==> src/rtl/uart_pkg.sv <==
// rtl/uart_pkg.sv - shared UART state encoding, baud divisors and parity helper
package uart_pkg;

    typedef enum logic [2:0] {
        IDLE   = 3'd0,
        START  = 3'd1,
        DATA   = 3'd2,
        PARITY = 3'd3,
        STOP   = 3'd4
    } uart_state_e;

    localparam int unsigned BAUD_9600   = 9600;
    localparam int unsigned BAUD_19200  = 19200;
    localparam int unsigned BAUD_57600  = 57600;
    localparam int unsigned BAUD_115200 = 115200;

    // Cycles per bit; truncated, the receiver uses the same table.
    function automatic int unsigned baud_div(input int unsigned clk_freq, input logic [1:0] sel);
        case (sel)
            2'b00:   return clk_freq / BAUD_9600;
            2'b01:   return clk_freq / BAUD_19200;
            2'b10:   return clk_freq / BAUD_57600;
            default: return clk_freq / BAUD_115200;
        endcase
    endfunction

    function automatic logic parity_bit(input logic [7:0] data, input logic odd);
        return (^data) ^ odd;
    endfunction

endpackage

==> src/rtl/uart_sync_fifo.sv <==
// rtl/uart_sync_fifo.sv - single-clock FIFO with registered empty/full flags
module uart_sync_fifo #(
    parameter int WIDTH = 8,
    parameter int DEPTH = 16
) (
    input  logic             clk,
    input  logic             rst_n,
    input  logic             wr_en,
    input  logic [WIDTH-1:0] wr_data,
    input  logic             rd_en,
    output logic [WIDTH-1:0] rd_data,
    output logic             empty,
    output logic             full
);
    localparam int AW = $clog2(DEPTH);

    logic [WIDTH-1:0] mem [DEPTH];
    logic [AW-1:0]    wr_ptr_q, wr_ptr_d, rd_ptr_q, rd_ptr_d;
    logic [AW:0]      count_q, count_d;
    logic             empty_q, empty_d, full_q, full_d;
    logic             do_wr, do_rd;

    // Flags are taken from the registered state, so a write at full is refused
    // even when a pop frees a slot on the same edge.
    always_comb begin
        do_wr    = wr_en && !full_q;
        do_rd    = rd_en && !empty_q;
        wr_ptr_d = wr_ptr_q + AW'(do_wr);
        rd_ptr_d = rd_ptr_q + AW'(do_rd);
        count_d  = count_q + (AW+1)'(do_wr) - (AW+1)'(do_rd);
        empty_d  = (count_d == '0);
        full_d   = (count_d == (AW+1)'(DEPTH));
    end

    always_ff @(posedge clk or negedge rst_n) begin
        if (!rst_n) begin
            wr_ptr_q <= '0;
            rd_ptr_q <= '0;
            count_q  <= '0;
            empty_q  <= 1'b1;
            full_q   <= 1'b0;
        end else begin
            wr_ptr_q <= wr_ptr_d;
            rd_ptr_q <= rd_ptr_d;
            count_q  <= count_d;
            empty_q  <= empty_d;
            full_q   <= full_d;
        end
    end

    always_ff @(posedge clk) begin
        if (do_wr) mem[wr_ptr_q] <= wr_data;
    end

    assign rd_data = mem[rd_ptr_q];
    assign empty   = empty_q;
    assign full    = full_q;

endmodule

==> src/rtl/uart_tx_fifo.sv <==
// rtl/uart_tx_fifo.sv - FIFO-buffered UART transmitter, 8 data bits, optional parity, one stop
module uart_tx_fifo
    import uart_pkg::*;
#(
    parameter int unsigned CLK_FREQ   = 50_000_000,
    parameter int          FIFO_DEPTH = 16
) (
    input  logic       clk,
    input  logic       reset_n,
    input  logic [1:0] baud_select,
    input  logic       parity_enable,
    input  logic       parity_odd_even,
    input  logic       tx_write,
    input  logic [7:0] tx_data,
    output logic       tx_out,
    output logic       fifo_empty,
    output logic       fifo_full,
    output logic       tx_busy,
    output logic       overflow,
    output logic [2:0] current_state
);
    localparam int CNT_W = $clog2(baud_div(CLK_FREQ, 2'b00) + 1);

    uart_state_e      state_q, state_d;
    logic [7:0]       shift_q, shift_d;
    logic [2:0]       bit_cnt_q, bit_cnt_d;
    logic [CNT_W-1:0] baud_cnt_q, baud_cnt_d, div_m1;
    logic [1:0]       baud_sel_q, baud_sel_d;
    logic             par_en_q, par_en_d, par_bit_q, par_bit_d;
    logic             tx_out_q, tx_out_d, busy_q, busy_d, overflow_q, overflow_d;
    logic             pop, bit_end;
    logic [7:0]       fifo_rd_data;
    logic             fifo_empty_w, fifo_full_w;

    uart_sync_fifo #(.WIDTH(8), .DEPTH(FIFO_DEPTH)) u_fifo (
        .clk     (clk),
        .rst_n   (reset_n),
        .wr_en   (tx_write),
        .wr_data (tx_data),
        .rd_en   (pop),
        .rd_data (fifo_rd_data),
        .empty   (fifo_empty_w),
        .full    (fifo_full_w)
    );

    // Divisor follows the select latched at frame start, never the live input.
    assign div_m1  = CNT_W'(baud_div(CLK_FREQ, baud_sel_q) - 32'd1);
    assign bit_end = (baud_cnt_q == div_m1);

    always_comb begin
        state_d    = state_q;
        shift_d    = shift_q;
        bit_cnt_d  = bit_cnt_q;
        baud_cnt_d = baud_cnt_q + CNT_W'(1);
        baud_sel_d = baud_sel_q;
        par_en_d   = par_en_q;
        par_bit_d  = par_bit_q;
        pop        = 1'b0;
        overflow_d = overflow_q | (tx_write & fifo_full_w);

        case (state_q)
            IDLE: begin
                baud_cnt_d = '0;
                if (!fifo_empty_w) begin
                    pop        = 1'b1;
                    shift_d    = fifo_rd_data;
                    bit_cnt_d  = '0;
                    baud_sel_d = baud_select;
                    par_en_d   = parity_enable;
                    par_bit_d  = parity_bit(fifo_rd_data, parity_odd_even);
                    state_d    = START;
                end
            end
            START: if (bit_end) begin
                baud_cnt_d = '0;
                state_d    = DATA;
            end
            DATA: if (bit_end) begin
                baud_cnt_d = '0;
                shift_d    = {1'b0, shift_q[7:1]};
                bit_cnt_d  = bit_cnt_q + 3'd1;
                if (bit_cnt_q == 3'd7) state_d = par_en_q ? PARITY : STOP;
            end
            PARITY: if (bit_end) begin
                baud_cnt_d = '0;
                state_d    = STOP;
            end
            STOP: if (bit_end) begin
                baud_cnt_d = '0;
                state_d    = IDLE;
            end
            default: begin
                baud_cnt_d = '0;
                state_d    = IDLE;
            end
        endcase

        // Line level is registered from the next state so it moves with the FSM.
        case (state_d)
            START:   tx_out_d = 1'b0;
            DATA:    tx_out_d = shift_d[0];
            PARITY:  tx_out_d = par_bit_d;
            default: tx_out_d = 1'b1;
        endcase
        busy_d = (state_d != IDLE);
    end

    always_ff @(posedge clk or negedge reset_n) begin
        if (!reset_n) begin
            state_q    <= IDLE;
            shift_q    <= '0;
            bit_cnt_q  <= '0;
            baud_cnt_q <= '0;
            baud_sel_q <= '0;
            par_en_q   <= 1'b0;
            par_bit_q  <= 1'b0;
            tx_out_q   <= 1'b1;
            busy_q     <= 1'b0;
            overflow_q <= 1'b0;
        end else begin
            state_q    <= state_d;
            shift_q    <= shift_d;
            bit_cnt_q  <= bit_cnt_d;
            baud_cnt_q <= baud_cnt_d;
            baud_sel_q <= baud_sel_d;
            par_en_q   <= par_en_d;
            par_bit_q  <= par_bit_d;
            tx_out_q   <= tx_out_d;
            busy_q     <= busy_d;
            overflow_q <= overflow_d;
        end
    end

    assign tx_out        = tx_out_q;
    assign tx_busy       = busy_q;
    assign overflow      = overflow_q;
    assign fifo_empty    = fifo_empty_w;
    assign fifo_full     = fifo_full_w;
    assign current_state = state_q;

endmodule

==> config.mk <==
export PLATFORM = sky130hd
export DESIGN_NAME = uart_tx_fifo
export DESIGN_NICKNAME = d
export VERILOG_FILES = /design/src/rtl/uart_pkg.sv /design/src/rtl/uart_sync_fifo.sv /design/src/rtl/uart_tx_fifo.sv
export SDC_FILE = /design/constraint.sdc
export NUM_CORES = 1
export LEC_CHECK = 0
export CAP_MARGIN = 20
export CORE_ASPECT_RATIO = 0.7
export CORE_UTILIZATION = 31
export DETAILED_ROUTE_END_ITERATION = 7
export PLACE_DENSITY = 0.45
export SYNTH_ARGS = -nofsm -noshare
export SYNTH_HDL_FRONTEND = slang
export SYNTH_HIERARCHICAL = 1
export SYNTH_SLANG_ARGS = --single-unit
==> constraint.sdc <==
create_clock -name clk -period 2.72 [get_ports clk]
set_input_delay 0.272 -clock clk [delete_from_list [all_inputs] [get_ports clk]]
set_output_delay 0.272 -clock clk [all_outputs]
set_load 0.01 [all_outputs]
* Word level (Yosys, flattened, before mapping) *
Memory sizes are Yosys's and may differ from the RTL's.
Cells that the tools add are included.

storage, ports and cells
  bits of input ports = 15
  output and inout port bits = 8
  register bits = 49
  RAM bits = 128
  ROM bits = 0
  word-level logic and storage cells = 79
  memories kept = 1
  latch bits = 0

memories
  name        depth  bits a word  read ports  clocked after memory_dff  write ports  RTL line              source
  u_fifo.mem  16     8            1           0                         1            uart_sync_fifo.sv:17  logic [WIDTH-1:0] mem [DEPTH];

cells by class
  eq/ne operators = 14
  order comparisons = 0
  bitwise gates (word level) = 4
  multiplexer cells = 24
  multipliers = 0
  div/mod/pow operators = 0
  shift-type cells = 0
  add/sub/neg operators = 7
  reductions and logical operators = 13

operators by type and width
  operator               count
  $pmux 13 s3            1
  $mux 3                 9
  $mux 13                2
  $mux 8                 2
  $pmux 8 s2             1
  $pmux 3 s5             1
  $add 13x1->13 const B  1
  $eq 13x13->1           1
  $sub 13x1->13 const B  1
  $eq 3x2->1 const B     4
  $add 4x1->4            2
  $reduce_xor 8->1       1
  $eq 3x1->1 const B     2
  $eq 3x3->1 const B     2
  $mux 1                 6
  $pmux 3 s2             1
  $add 5x1->5            1
  $eq 5x5->1 const B     1
  $logic_not 5->1        1
  $sub 5x1->5            1
  $ne 2x2->1 const B     2
  $reduce_or 4->1        1
  $add 3x1->3 const B    1
  $logic_not 3->1        1
  14 further kinds       16

* Logic depth before layout (Yosys ltp) *
Gate-level depths: netlist of run 1.

  depth in word-level cells = 8
  gate-level depth with buffers = 12

* Hierarchy *
Netlist of run 1, hierarchy kept.

modules (own cells, without submodules)
  module          instances  area an instance (µm²)  cells an instance  sequential area each (µm²)
  uart_sync_fifo  1          5650.4                  276                4220.3
  uart_tx_fifo    1          1860.5                  178                852.1

* Least setup slack after synthesis of run 1 *
No wires, ideal clock.

  kind = reg2reg
  start = register state_q[2] (netlist: current_state[2])
  end = register u_fifo.full_q (netlist: u_fifo/full)
  cell stages (with the launch flop) = 11
  slack = -0.335 ns
  path buffers = 2
  library setup time = 0.088 ns
  arrival = 2.967 ns
  path through = dfrtp_1 -> buf_2 -> nor4_2 -> clkbuf_1 -> nor2b_1 -> nand2_1 -> nand2_1 -> ha_1 -> fa_1 -> or3_1 -> nor3b_1

between the ends
  word-level cells in the longest chain between the ends = 5

RTL lines
  item                    RTL line              source
  from (decl)             uart_tx_fifo.sv:24    uart_state_e state_q, state_d;
  from (signal assigned)  uart_tx_fifo.sv:121   state_q <= state_d;
  $logic_not 3->1         uart_tx_fifo.sv:61    case (state_q)
  $mux 1                  uart_tx_fifo.sv:61
  via pop                 uart_tx_fifo.sv:31    logic pop, bit_end;
  $logic_and 1x1->1       uart_sync_fifo.sv:27  do_rd = rd_en && !empty_q;
  $sub 5x1->5             uart_sync_fifo.sv:30  count_d = count_q + (AW+1)'(do_wr) - (AW+1)'(do_rd);
  via u_fifo.count_d[1]   uart_sync_fifo.sv:19  logic [AW:0] count_q, count_d;
  $eq 5x5->1              uart_sync_fifo.sv:32  full_d = (count_d == (AW+1)'(DEPTH));
  via u_fifo.full_d       uart_sync_fifo.sv:20  logic empty_q, empty_d, full_q, full_d;
  to (signal assigned)    uart_sync_fifo.sv:47  full_q <= full_d;
  to (decl)               uart_sync_fifo.sv:20

The timed path passes the listed nets, and every way through them passes these cells.
A chain may end at the register's enable or synchronous reset.

* Worst setup path after layout of run 1 *
  start = register u_fifo.rd_ptr_q[0]
  end = register tx_out_q (netlist: tx_out)

between the ends
  word-level cells in the longest chain between the ends = 6
  elaborated cells on any way between the ends = 8
  those cells by class = mux: 5; bitwise: 1; reduce/logical: 1; memory: 1

RTL lines
  item                    RTL line              source
  from (decl)             uart_sync_fifo.sv:18  logic [AW-1:0] wr_ptr_q, wr_ptr_d, rd_ptr_q, rd_ptr_d;
  from (signal assigned)  uart_sync_fifo.sv:44  rd_ptr_q <= rd_ptr_d;
  $mem_v2 16x8            --
  via fifo_rd_data[5]     uart_tx_fifo.sv:32    logic [7:0] fifo_rd_data;
  $reduce_xor 8->1        uart_pkg.sv:28        return (^data) ^ odd;
  $xor 1x1->1             uart_pkg.sv:28
  $mux 1                  uart_tx_fifo.sv:64    if (!fifo_empty_w) begin
  $mux 1                  uart_tx_fifo.sv:61
  via par_bit_d           uart_tx_fifo.sv:29    logic par_en_q, par_en_d, par_bit_q, par_bit_d;
  $pmux 1 s3              uart_tx_fifo.sv:99    case (state_d)
  via tx_out_d            uart_tx_fifo.sv:30    logic tx_out_q, tx_out_d, busy_q, busy_d, overflow_q, overflow_d;
  to (signal assigned)    uart_tx_fifo.sv:128   tx_out_q <= tx_out_d;
  to (decl)               uart_tx_fifo.sv:30

The timed path passes the listed nets, and every way through them passes these cells. The select of a mux whose other input is x is not followed.

==> key figures, run 1 <==
Logic synthesis
  • Post-synthesis cell area: about 0.0075 mm²
  • Syn avg cell area: ~17 µm²
  • Syn. warnings: 6
  • Top-count cell post-synth: edfxtp_1
  • Mapped Cells: ~450
  • Main area contributors after synthesis: edfxtp_1 (51%), dfrtp_1 (16%), mux4_2 (6.0%)
  • Post-synth EDFFs: between 100 and 150
  • Synth cell count leaders: edfxtp_1 (128), dfrtp_1 (47), nand2_1 (35)
  • Synth unique cells: 55
  • Synthesized Nets: a little under 500
  • Ys async rst share: between 20% and 30%
  • Synth top area share: roughly half
  • Cell taking the most area after synthesis: edfxtp_1
  • Main synth FF type: edfxtp_1
  • FF+latch count, synth: 177
  • Sequential share of the synthesized area: 67.53%

Setup path
  • Critical path class: flip-flop to flip-flop
  • CP cell instances: buf_12, buf_6, mux4_2, a22oi_2, buf_4, nand2_4, xnor2_2, xnor3_1, xnor2_2, mux2_4, nand3b_1, a2bb2oi_2
  • Required time of the critical path: 3070 ps
  • CP max FO: 6
  • Critical Path Start Type: flip-flop
  • Crit path arrival time: 3140 ps
  • Most frequent CP cell: xnor2_2
  • Worst r2r src: u_fifo/rd_ptr_q[0]$_DFF_PN0_
  • Cell with the largest stage delay on the worst path: mux4_2
  • Crit end category: flip-flop
  • Flop2flop setup slack: -70 ps
  • Slowest cell delay on critical path: 500 ps
  • Critical path startpoint: u_fifo/rd_ptr_q[0]$_DFF_PN0_

Drt
  • Initial detailed-routing violation count: roughly 320
  • DRC violations left: 0
  • Post-Route WL: 17030 µm
  • Via count: approximately 4200
  • Drt first pass iters: 4
  • WL/cell: about 19 µm
  • Via/cell ratio: approximately 4.8
  • Final ANT Viol Nets: 0

Worst hold path
  • Hold/Removal Path Class: input port to flip-flop
  • Hold wc startpoint: baud_select[0]

Timing
  • RSZ-0062 raised after global routing: true
  • Worst slew margin: 48.61%
  • Pins Over Slew Limit: 0
  • Final Hold Viols: 0
  • Worst setup margin: -71.78 ps
  • Period utilization: 102.6%
  • Setup total negative slack: -71.78 ps
  • Clk_skew: between 7 and 8 ps
  • Fmax: between 300 and 400 MHz
  • Post-layout min period: roughly 2800 ps
  • Final count of negative-setup-slack endpoints: 1
  • Worst-margin pin slew: just under 800 ps

Pwr
  • Pleak: approximately 3.5 nW
  • Power per Cell Area: 1062 mW/mm²
  • Worst vdd ir: around 530 µV
  • Pwr Total: between 9 and 10 mW

Finish
  • Ant. Diodes: 0
  • Layout cells sized above 1: between 20% and 30%
  • Layout area overhead: 24.42%
  • Fin cells: 882
  • Layout Nets: slightly below 600
  • Post-route cell area: roughly 0.0093 mm²

GRT
  • Wire length of the first global-routing pass: 26240 µm
  • GR Overflow Total: 0
  • Initial antenna violation count: 0
  • Total GRT Usage: between 10 and 15%
  • Largest net degree at the start of global routing: 33
  • Vias in the first global route: approximately 4300

Floorplanning
  • Ports: 23
  • Initial Util: 31.69%
  • Die Y: 132.2 µm
  • Core ar.: roughly 0.024 mm²
  • Die area: 0.02487 mm²
  • # rows: 47
  • Die Wd: approximately 190 µm

Clock network
  • CTS Root Cell: clkbuf_16
  • CTS tree: built
  • Latest clock arrival within the worst-skew pair: ~430 ps
  • CTS Buf Count: 17
  • Htree depth: 4
  • Clock Pin Slew Worst Setup and Hold Paths: ~70 ps
  • CTS Sinks: between 150 and 200
  • CTS Buffer Depth: 2

Run
  • Total of max-cap violations: 0

Place
  • DP Cell Count: between 800 and 900
  • DPL Wire Length: 12090 µm
  • GPL Wtd Cong: 0.7913
  • Area after DPL: between 0.008 and 0.009 mm²
  • Port Buf Inserts: 22

Status
  • Violated checks: setup timing
  • Outcome: finished with violations
where the power goes:
part	switching, mW	internal (mW)	total (mW)	leakage, nW
Combinational	1.77	1.92	3.70	1.46
Clock	1.07	1.44	2.51	0.304
Sequential	0.312	3.40	3.72	1.76
worst max-delay path: cells and delay by family (launching register included):
kind                      cells  cell delay [ps]
xor gates and xnor gates      3              750
and+or+nand+nor               2              160
AOI/OAI and AO/OA             2              210
buffers and inverters         3              410
DFF                           1              410
muxes                         2              770
metrics by stage:
| step | hold WS, ps | worst slack [ps] | utilization (%) |
|---|---|---|---|
| finish | 420.5 | -71.78 | 39.43 |
| CTS | 394.3 | -53.37 | 38.74 |
| floorplan | -23.59 | -6.420 | - |
| global placement | 380.7 | -189.5 | 35.92 |
| global route | 444.1 | -197.1 | 39.43 |
| detailed placement | 392.9 | -162.7 | 35.92 |
kinds of logic (layout without fill, tap and decap cells):
| group | after synthesis | after routing | share of synthesized area, % |
|---|---|---|---|
| buf+inv | 26 | 136 | 1.999 |
| mux | 35 | 35 | 10.64 |
| simple gates | 122 | 122 | 8.529 |
| flops | 177 | 177 | 67.53 |
| xor+xnor | 32 | 32 | 3.915 |
| fa+ha+maj | 17 | 17 | 2.932 |
| compound gates | 45 | 45 | 4.448 |
layout make-up:
class	instances	area (µm²)
Sequential cell	177	5074
Fill cell	2187	14350
Timing Repair Buffer	96	834.6
Multi-Input combinational cell	251	2392
Inverter	8	30.03
Clock buffer	20	500.5
Tap cell	318	397.9
Clock inverter	12	116.4
layout by cell type (no fill, tap or decap), types with 8 or more instances in the layout:
| cell | Yosys | final |
|---|---|---|
| inv_1 | 8 | 8 |
| a22oi_1 | 22 | 14 |
| edfxtp_1 | 128 | 128 |
| clkbuf_16 | 0 | 20 |
| mux4_2 | 20 | 25 |
| ha_1 | 16 | 15 |
| dfrtp_1 | 47 | 46 |
| clkdlybuf4s50_1 | 0 | 21 |
| xor2_1 | 14 | 14 |
| nor2_1 | 28 | 28 |
| xnor2_1 | 17 | 13 |
| a22oi_2 | 0 | 8 |
| nand2_1 | 35 | 29 |
| nand3_1 | 13 | 13 |
| buf_4 | 2 | 66 |
state kept, by name (all words and copies together) (netlist names), 2 cells and up:
name             count
u_fifo/mem         128
baud_cnt_q          13
shift_q              8
u_fifo/count_q       5
u_fifo/rd_ptr_q      4
u_fifo/wr_ptr_q      4
bit_cnt_q            3
current_state        3
baud_sel_q           2
routing by layer:
metal	up-vias	GRT usage [%]	share of wire, %
met4	0	4.336	1.2
met5	-	0	0
met2	79	19.86	43
met3	13	3.194	4.1
li1	1947	-	-
met1	2191	22.43	52
worst paths after layout:
check | to | cells past startpoint
setup / recovery | tx_out$_DFF_PN1_ | 12
setup reg to reg | tx_out$_DFF_PN1_ | 12
max in group asynchronous | tx_out$_DFF_PN1_ | 3
hold reg to reg | overflow$_DFF_PN0_ | 1
hold / removal | baud_sel_q[0]$_DFFE_PN0P_ | 3
min in group asynchronous | par_en_q$_DFFE_PN0P_ | 2
timing repair:
| action | in CTS | in global routing |
|---|---|---|
| setup endpoints to repair | 2 | 3 |
| hold buffers | 1 | 0 |
| pin swaps | 1 | 10 |
| buffers inserted | 0 | 12 |
| endpoints found under the hold margin | 29 | 0 |
| resized for setup | 10 | 26 |
Note: power is estimated with default switching activity, not from simulation.
==> inputs of run 2 (changes only) <==
--- a/config.mk
+++ b/config.mk
@@ -5,11 +5,12 @@
 export SDC_FILE = /design/constraint.sdc
 export NUM_CORES = 1
 export LEC_CHECK = 0
-export CAP_MARGIN = 20
 export CORE_ASPECT_RATIO = 0.7
 export CORE_UTILIZATION = 31
+export CTS_CLUSTER_DIAMETER = 150
 export DETAILED_ROUTE_END_ITERATION = 7
 export PLACE_DENSITY = 0.45
+export SKIP_LAST_GASP = 1
 export SYNTH_ARGS = -nofsm -noshare
 export SYNTH_HDL_FRONTEND = slang
 export SYNTH_HIERARCHICAL = 1
==> key figures, run 2 (synthesis results as in run 1) <==
Setup path
  • Crit end category: flip-flop
  • CP max FO: 6
  • Crit path arrival time: ~3100 ps
  • Worst r2r src: u_fifo/rd_ptr_q[0]$_DFF_PN0_
  • Critical path startpoint: u_fifo/rd_ptr_q[0]$_DFF_PN0_
  • Required time of the critical path: a little over 3000 ps
  • Critical path class: flip-flop to flip-flop
  • Critical Path Start Type: flip-flop

Floorplanning
  • Die Wd: ~190 µm
  • Core ar.: 0.02370 mm²
  • # rows: 47
  • Ports: 23
  • Die Y: 132.2 µm
  • Die area: around 0.025 mm²
  • Initial Util: between 30% and 40%

Finish
  • Most frequent cells in the layout: edfxtp_1 (128), buf_4 (66), dfrtp_1 (46)
  • Largest register FFs: about 130
  • Final design utilization: a little under 40%
  • Ant. Diodes: 0
  • Top reg by flops: u_fifo/mem
  • Largest regs: u_fifo/mem x128, baud_cnt_q x13, shift_q x8
  • Layout area overhead: 24.47%
  • Layout Nets: 583
  • Layout cells sized above 1: between 20% and 30%
  • Commonest non-fill, non-tap cell in the layout: edfxtp_1
  • Fill count: between 2000 and 2500
  • Fin cells: 882

Clock network
  • CTS Root Cell: clkbuf_16
  • CTS Buffer Depth: 2
  • CTS Sinks: between 150 and 200
  • Htree depth: 4
  • CTS tree: built
  • Latest clock arrival within the worst-skew pair: approximately 430 ps
  • CTS Buf Count: 17
  • Clock Pin Slew Worst Setup and Hold Paths: 70 ps

Timing
  • Worst slew margin: 48.62%
  • RSZ-0062 raised after global routing: true
  • Worst setup margin: -70.20 ps
  • Pins Over Slew Limit: 0
  • Post-layout min period: around 2800 ps
  • Clk_skew: 7.568 ps
  • Final Hold Viols: 0
  • Fmax: 358.4 MHz
  • Worst-margin pin slew: between 700 and 800 ps
  • Final count of negative-setup-slack endpoints: 1
  • Period utilization: 102.6%

Place
  • DPL Wire Length: around 12000 µm
  • Port Buf Inserts: 22
  • Dpl ws: -162.7 ps
  • GPL Wtd Cong: between 0.7 and 0.8
  • DP Cell Count: about 840

GRT
  • Vias in the first global route: 4262
  • Wire length of the first global-routing pass: 26220 µm
  • GR Overflow Total: 0
  • Initial antenna violation count: 0
  • Total GRT Usage: between 10% and 20%
  • Largest net degree at the start of global routing: 33

Status
  • Outcome: finished with violations
  • Violated checks: setup timing

Worst hold path
  • Hold wc startpoint: baud_select[0]
  • Hold/Removal Path Class: input port to flip-flop

Drt
  • Drt first pass iters: 4
  • Initial detailed-routing violation count: around 310
  • DRC violations left: 0
  • WL/cell: slightly below 20 µm
  • Post-Route WL: around 17000 µm
  • Final ANT Viol Nets: 0
  • Via/cell ratio: around 4.8
  • Via count: 4204

Run
  • Total of max-cap violations: 0

Pwr
  • Pleak: ~3.5 nW
  • Worst vdd ir: 532.8 µV
  • Power per Cell Area: between 1000 and 1500 mW/mm²
[run 2: cell counts in the layout (fill, tap and decap cells not counted)]
No cell type changed its count.
[run 2: area by class of cell]
cell class	instances	area, µm²	share of cell area (%)
sequential	177	5074	54.27
clock inverter	12	116.4	1.245
timing repair buffer	96	834.6	8.927
inverter	8	30.03	0.3212
clock buffer	20	500.5	5.353
multi-input combinational	251	2396	25.63
tap	318	397.9	4.256
[run 2: critical path, stage by stage (launching register included)]
cell and delay [ps]:
dfrtp_2 410, buf_12 140, buf_6 110, mux4_2 500, a22oi_2 160, buf_4 160
nand2_4 60, xnor2_2 150, xnor3_1 450, xnor2_2 150, mux2_4 270, nand3b_1 100
a2bb2oi_2 50
[run 2: report_power, final]
part	total (mW)	switching [mW]	internal [mW]
clock	2.51	1.07	1.44
combinational	3.69	1.77	1.92
sequential	3.72	0.311	3.40
total	9.92	3.16	6.77
[run 2: metrics by stage]
step           hold WS [ps]  area [µm²]  setup TNS (ps)  total power, mW
4_1_cts               394.3        9176          -72.14            9.635
3_5_place_dp          392.9        8512          -207.9            7.018
6_report              420.3        9349          -70.20            9.923
5_1_grt               444.1        9349          -263.9            10.46
3_3_place_gp          380.7        8512          -270.4            6.968
2_1_floorplan        -23.59        7551          -6.420            5.814
[run 2: per-layer routing]
layer  GRT usage (%)  wire length [µm]  share of wire (%)
met1           22.39              8747                 51
met2           19.86              7263                 43
met3           3.194               807                4.7
met5               0                 0                  0
met4           4.336               198                1.2
[run 2: path summary, 6_finish.rpt]
kind,to,slack (ps),cells after the start
min,baud_sel_q[0]$_DFFE_PN0P_,420,3
max in group asynchronous,tx_out$_DFF_PN1_,1580,3
min reg2reg,overflow$_DFF_PN0_,460,1
max reg2reg,tx_out$_DFF_PN1_,-70,12
max,tx_out$_DFF_PN1_,-70,12
min in group asynchronous,par_en_q$_DFFE_PN0P_,450,2
[run 2: timing repair]
action | 4_1_cts | 5_1_grt
endpoints found under the hold margin | 29 | 0
buffers inserted | 0 | 12
cloned | 0 | 0
pin swaps | 1 | 10
endpoints found under the setup margin | 2 | 3
hold buffers | 1 | 0
resized for setup | 7 | 28
